**config.mk**
```make
export PLATFORM = sky130hd
export DESIGN_NAME = dmem_arbiter
export DESIGN_NICKNAME = d
export VERILOG_FILES = /design/src/rtl/dmem_arb_pkg.sv /design/src/rtl/dmem_arbiter.sv
export SDC_FILE = /design/constraint.sdc
export NUM_CORES = 1
export LEC_CHECK = 0
export BUFFER_PORTS_ARGS = -buffer_cell sky130_fd_sc_hd__buf_4
export CORE_AREA = 4 4 120 122
export CTS_CLUSTER_SIZE = 10
export DETAILED_ROUTE_END_ITERATION = 6
export DIE_AREA = 0 0 124 126
export RECOVER_POWER = 100
export SYNTH_ARGS = -nofsm -noshare
export SYNTH_HDL_FRONTEND = slang
export SYNTH_SLANG_ARGS = --single-unit
```
**constraint.sdc**
```tcl
create_clock -name i_clk -period 2.4 [get_ports i_clk]
set_clock_uncertainty 0.2 [all_clocks]
set_input_delay 0.36 -clock i_clk [delete_from_list [all_inputs] [get_ports i_clk]]
set_output_delay 0.36 -clock i_clk [all_outputs]
set_load 0.01 [all_outputs]
```
**src/rtl/dmem_arb_pkg.sv**
```systemverilog
// Shared definitions for the data-memory arbiter: FSM states, LSU access codes
// and the data-memory base address.
package dmem_arb_pkg;

    typedef enum logic {ARB, LOCK} arb_state_e;

    // Loads and stores share funct3-style codes; direction comes from wren.
    localparam logic [2:0] LSU_LB  = 3'b000;
    localparam logic [2:0] LSU_LH  = 3'b001;
    localparam logic [2:0] LSU_LW  = 3'b010;
    localparam logic [2:0] LSU_LBU = 3'b100;
    localparam logic [2:0] LSU_LHU = 3'b101;
    localparam logic [2:0] LSU_SB  = 3'b000;
    localparam logic [2:0] LSU_SH  = 3'b001;
    localparam logic [2:0] LSU_SW  = 3'b010;

    localparam logic [31:0] DMEM_BASE = 32'h1000_0000;

endpackage

```
**src/rtl/dmem_arbiter.sv**
```systemverilog
// Shares the single data-memory port between the core LSU and a debug master.
// Core has default priority; a starvation counter bounds debug wait; debug may lock.
module dmem_arbiter
    import dmem_arb_pkg::*;
#(
    parameter int STARVE_MAX = 4
) (
    input  logic        i_clk,
    input  logic        i_rst,
    input  logic        i_c_req,
    input  logic [31:0] i_c_addr,
    input  logic [31:0] i_c_wdata,
    input  logic        i_c_wren,
    input  logic [2:0]  i_c_ctrl,
    output logic        o_c_gnt,
    output logic        o_c_stall,
    output logic        o_c_rvalid,
    output logic [31:0] o_c_rdata,
    input  logic        i_d_req,
    input  logic [31:0] i_d_addr,
    input  logic [31:0] i_d_wdata,
    input  logic        i_d_wren,
    input  logic [2:0]  i_d_ctrl,
    input  logic        i_d_lock,
    output logic        o_d_gnt,
    output logic        o_d_rvalid,
    output logic [31:0] o_d_rdata,
    output logic [31:0] o_m_addr,
    output logic [31:0] o_m_wdata,
    output logic [2:0]  o_m_ctrl,
    output logic        o_m_wren,
    input  logic [31:0] i_m_rdata
);

    localparam int CW = $clog2(STARVE_MAX + 1);
    localparam logic [CW-1:0] STARVE_LIM = CW'(STARVE_MAX);

    arb_state_e    state_q, state_d;
    logic [CW-1:0] starve_q, starve_d;
    logic          rd_pend_q, rd_pend_d;
    logic          rd_owner_q, rd_owner_d;   // 1 = debug issued the pending read
    logic          c_win, d_win;

    always_comb begin
        c_win = 1'b0;
        d_win = 1'b0;
        if (state_q == LOCK) begin
            d_win = i_d_req;
        end else if (i_d_req && (starve_q == STARVE_LIM || !i_c_req)) begin
            d_win = 1'b1;
        end else begin
            c_win = i_c_req;
        end
    end

    always_comb begin
        o_c_gnt   = c_win;
        o_d_gnt   = d_win;
        o_c_stall = i_c_req & ~c_win;
        o_m_addr  = d_win ? i_d_addr  : i_c_addr;
        o_m_wdata = d_win ? i_d_wdata : i_c_wdata;
        o_m_ctrl  = d_win ? i_d_ctrl  : i_c_ctrl;
        o_m_wren  = (d_win & i_d_wren) | (c_win & i_c_wren);
    end

    always_comb begin
        state_d = state_q;
        case (state_q)
            ARB:     if (d_win && i_d_lock) state_d = LOCK;
            LOCK:    if (!i_d_lock)         state_d = ARB;
            default: state_d = ARB;
        endcase

        starve_d = '0;
        if (i_d_req && !d_win) begin
            starve_d = (starve_q == STARVE_LIM) ? starve_q : starve_q + 1'b1;
        end

        rd_pend_d  = (c_win & ~i_c_wren) | (d_win & ~i_d_wren);
        rd_owner_d = d_win;
    end

    always_ff @(posedge i_clk or posedge i_rst) begin
        if (i_rst) begin
            state_q    <= ARB;
            starve_q   <= '0;
            rd_pend_q  <= 1'b0;
            rd_owner_q <= 1'b0;
        end else begin
            state_q    <= state_d;
            starve_q   <= starve_d;
            rd_pend_q  <= rd_pend_d;
            rd_owner_q <= rd_owner_d;
        end
    end

    // Memory returns data one cycle after the address; steer it by the saved owner.
    always_comb begin
        o_c_rvalid = rd_pend_q & ~rd_owner_q;
        o_d_rvalid = rd_pend_q &  rd_owner_q;
        o_c_rdata  = o_c_rvalid ? i_m_rdata : 32'h0;
        o_d_rdata  = o_d_rvalid ? i_m_rdata : 32'h0;
    end

endmodule
```
==> flow_results.org <==
** Global routing
- The via count of the first global-routing pass is 2,891.
- Entering global routing, the biggest net connects 34 pins.
- Remaining global-route overflow :: 0
- The first global-routing pass estimated 16.5 mm of wire.
- GRT Resource Usage Total :: 0.138
- Number of antenna violations at the first check in global routing :: 0

** Synth
- For this run, the number of Yosys warnings is 0.
- Largest cells by area after synthesis :: mux2_2 (48%), and2_1 (14%), and3_1 (13%)
- The largest total area in the synthesized netlist belongs to mux2_2.
- Synthesis inferred 6 register bits.
- The synthesized design contains 0 enable-type register cells.
- Ranking of synthesized cells by instance count :: mux2_2 (67), and2_1 (34), and3_1 (32)
- Number of nets produced by synthesis :: 357
- Unique cell type count in the Yosys netlist :: 22
- Share of async-settable or async-resettable flops after synthesis :: 1.00
- Mean area per synthesized cell :: 8.63 um2
- Synth Cell Area :: 1570 um2
- Of the post-synthesis cell area, the dominant cell type holds 0.480.
- The most common cell in the synthesized netlist is mux2_2.
- After technology mapping, the gate count stands at 182.
- Top FF cell, synth :: dfrtp_1
- Sequential-to-total area share from yosys stat :: 0.0955

** STA
- Setup violations remaining at the end of the flow were counted as ~70.
- At the pin with the least slew margin, the transition time is 0.254 ns.
- Summed over all failing endpoints, the final setup total negative slack is -4.97 ns.
- Relative slew slack :: 0.831
- Maximum achievable frequency :: between 0.3 and 0.4 GHz
- The final number of hold-violating endpoints was 0.
- Final period util :: 1.04
- The worst path in the final design needs a cycle of 2.50 ns, including I/O delays and setup.
- Number of max-slew violations in the final report :: 0
- Final critical-path setup slack :: -0.102 ns
- Setup repair after global routing could not meet its margin everywhere.

** Floorplanning
- CORE AREA :: 13,200 um2
- Cell Rows :: 42
- Horizontal die dimension :: 124 um
- Initial core utilization :: 0.119
- In this run the vertical extent of the chip is 126 um.
- The die covers 15,600 um2.
- During I/O placement, the number of pins put on the boundary was between 300 and 400.

** Critical path
- Cell with the biggest individual delay on the critical path :: dfrtp_1
- Together, buffers and inverters on the worst path number 4.
- By startpoint and endpoint, the worst setup path is classified as register to output pin.
- Series of cell instances along the critical path :: inv_1, ha_2, and2_4, o21ai_4, buf_8, clkbuf_16, mux2_4, buf_6
- Top delay family on crit path :: buffers and inverters
- Kind of launch point of the worst setup path :: register
- Of all nets on the critical path, the largest fanout is 7.
- The largest single stage delay on the critical path is around 0.34 ns.
- The worst setup path is captured at an output pin.
- Required time of the critical path :: 1.84 ns
- Worst Path Arrival :: ~1.9 ns

** Clock network
- Total CTS buffers :: 3
- CTS tree :: done
- H-tree lvl count :: 1
- The clock passes through at most 2 buffers.
- Number of sinks driven by the clock tree :: 6
- Clock tree synthesis selected as its root buffer the cell clkbuf_16.
- Clk slew on worst S/H paths :: approximately 0.030 ns
- Skew-Pair Late Insertion Delay :: 0.23 ns

** Cells and area
- The filler cells instantiated in the layout total 1,344.
- Relative to the synthesized area, the layout overhead comes to 205%.
- 0 antenna diodes ended up in the layout.
- For this run, the share of the core covered by cells in the final layout is 0.363.
- In the final layout, the share of cells above drive strength 1 is 0.811.
- The final layout contains 675 nets.

** Outcome
- The flow ran to the end, but the final reports show violations.
- The final reports fail on setup timing.

** Power
- The analysis attributes to net switching a power of about 0.42 mW.
- Of the total power, the clock network draws 0.196.
- Summed over all cells, the static leakage comes to 2.72 nW.
- Of the total power, the share spent switching nets is 0.309.
- For this design the ratio of total power to cell area is 284 nW/um2.
- Total Power Consumption :: 1.36 mW
- The internal power of the cells totals 0.941 mW.
- The share of total power dissipated in sequential elements is 0.081.
- Part of the total power dissipated in combinational logic :: 0.724
- Worst-case vdd ir drop :: 189 uV

** Detailed routing
- Using the TritonRoute via totals, the vias-per-cell ratio works out to 3.98.
- The detailed router finished its first iteration with 27 violations.
- Number of iterations in the first detailed-routing pass :: 3
- In the routed design, unresolved DRC markers number 0.
- Dividing the detail-routed wire length by the instance count gives 17.5 um.
- Overall via count from detail_route :: 2,685
- Post-detailed-route count of antenna-violating nets :: 0
- Overall routed net length :: ~12 mm

** Flow run
- Max-cap violations in this run came to 0.

** Min path
- Path class of the lowest-slack min-delay path :: input pin to register

** Placed design
- Pre-CTS setup slack :: -0.0181 ns
- The HPWL after detailed placement is 9.96 mm.
- Count of buffers inserted at the top-level ports :: 309
- Placer's final routability congestion estimate :: 0.857
==> routing by layer <==
layer  global-route usage  routed length (um)  vias to the layer above
li1                     -                   -                     1272
met1                0.141                3810                     1215
met2                0.262                6350                      180
met3               0.0430                1270                       18
met4               0.0425                 344                        0
met5                    0                   0                        -
==> flip-flops by register name (all words and copies together), names as in the netlist <==
signal / cells
rd_owner_q: 1
starve_q: 3
state_q: 1
rd_pend_q: 1
==> through the flow <==
stage,hold slack [ns],std cells,cell area [um2]
after floorplan,-0.0490,182,1570
final,0.143,674,4790
after global routing,0.158,674,4790
after detailed placement,0.106,656,4100
after global placement,0.0982,656,4100
after CTS,0.144,669,4580
==> cells in the final DEF (no fill, tap or decap) <==
cell             n
mux2_2          20
o21ai_4          1
and3_1          32
buf_16           3
and2_1          33
a21oi_1          2
ha_1             1
o2bb2ai_1        1
inv_8            1
inv_1            5
a22o_1           1
nor3_1           1
dfrtp_1          6
clkbuf_16        6
a21oi_2          1
nand2b_1         1
a21boi_0         1
mux2_4          47
nor2_1           1
nor2b_1          3
buf_6           49
buf_4          269
nor3b_1          2
dlygate4sd3_1    1
ha_2             1
o21a_1           1
nand2_1          2
buf_12           2
buf_8            2
and2_4           1
clkbuf_4         1
==> worst reg2reg max path: cells and delay by family (launching register included) <==
family,cells,cell delay [ns]
compound gates,2,0.43
buf+inv,3,0.32
fa+ha+maj,1,0.17
flops,1,0.34
simple gates,1,0.14
==> what timing repair did <==
action / 4_1_cts / 5_1_grt
resized for setup: 72 / 38
pin swaps: 1 / 3
setup buffers: 5 / 3
setup endpoints to repair: 68 / 68
endpoints found under the hold margin: 6 / 0
hold buffers: 1 / 0
gates cloned: 4 / 3
==> power by group through the flow <==
stage | registers (mW) | clock network (mW) | logic [mW]
2_1_floorplan | 0.113 | 0 | 0.302
3_3_place_gp | 0.111 | 0 | 0.819
3_5_place_dp | 0.112 | 0 | 0.822
4_1_cts | 0.110 | 0.273 | 0.945
5_1_grt | 0.111 | 0.276 | 1.05
6_report | 0.110 | 0.266 | 0.985
==> logic make-up after synthesis <==
family / Yosys count / synth area share
and+or+nand+nor: 76 / 0.299
muxes: 67 / 0.480
buffers and inverters: 23 / 0.0693
AOI/OAI and AO/OA: 8 / 0.0406
DFF: 6 / 0.0955
adders and majority gates: 2 / 0.0159
==> cell type report <==
type	count	area [um2]	area share
Clock buffer	3	75.1	0.0157
Inverter	6	30.0	0.00627
Multi-Input combinational cell	153	1500	0.313
Sequential cell	6	150	0.0313
Tap cell	176	220	0.0460
Timing Repair Buffer	330	2820	0.588
==> worst paths after layout <==
check / end / slack [ns] / cells past startpoint / start
min in group asynchronous: starve_q[0] / 0.44 / 3 / i_rst
setup / recovery: o_m_addr[4] / -0.10 / 8 / starve_q[1]
max in group asynchronous: starve_q[2] / 1.36 / 3 / i_rst
hold / removal: state_q / 0.14 / 2 / i_d_lock
setup reg to reg: rd_pend_q / 0.71 / 7 / starve_q[1]
hold reg to reg: state_q / 0.33 / 1 / state_q
Power figures use the tool's default switching activity.
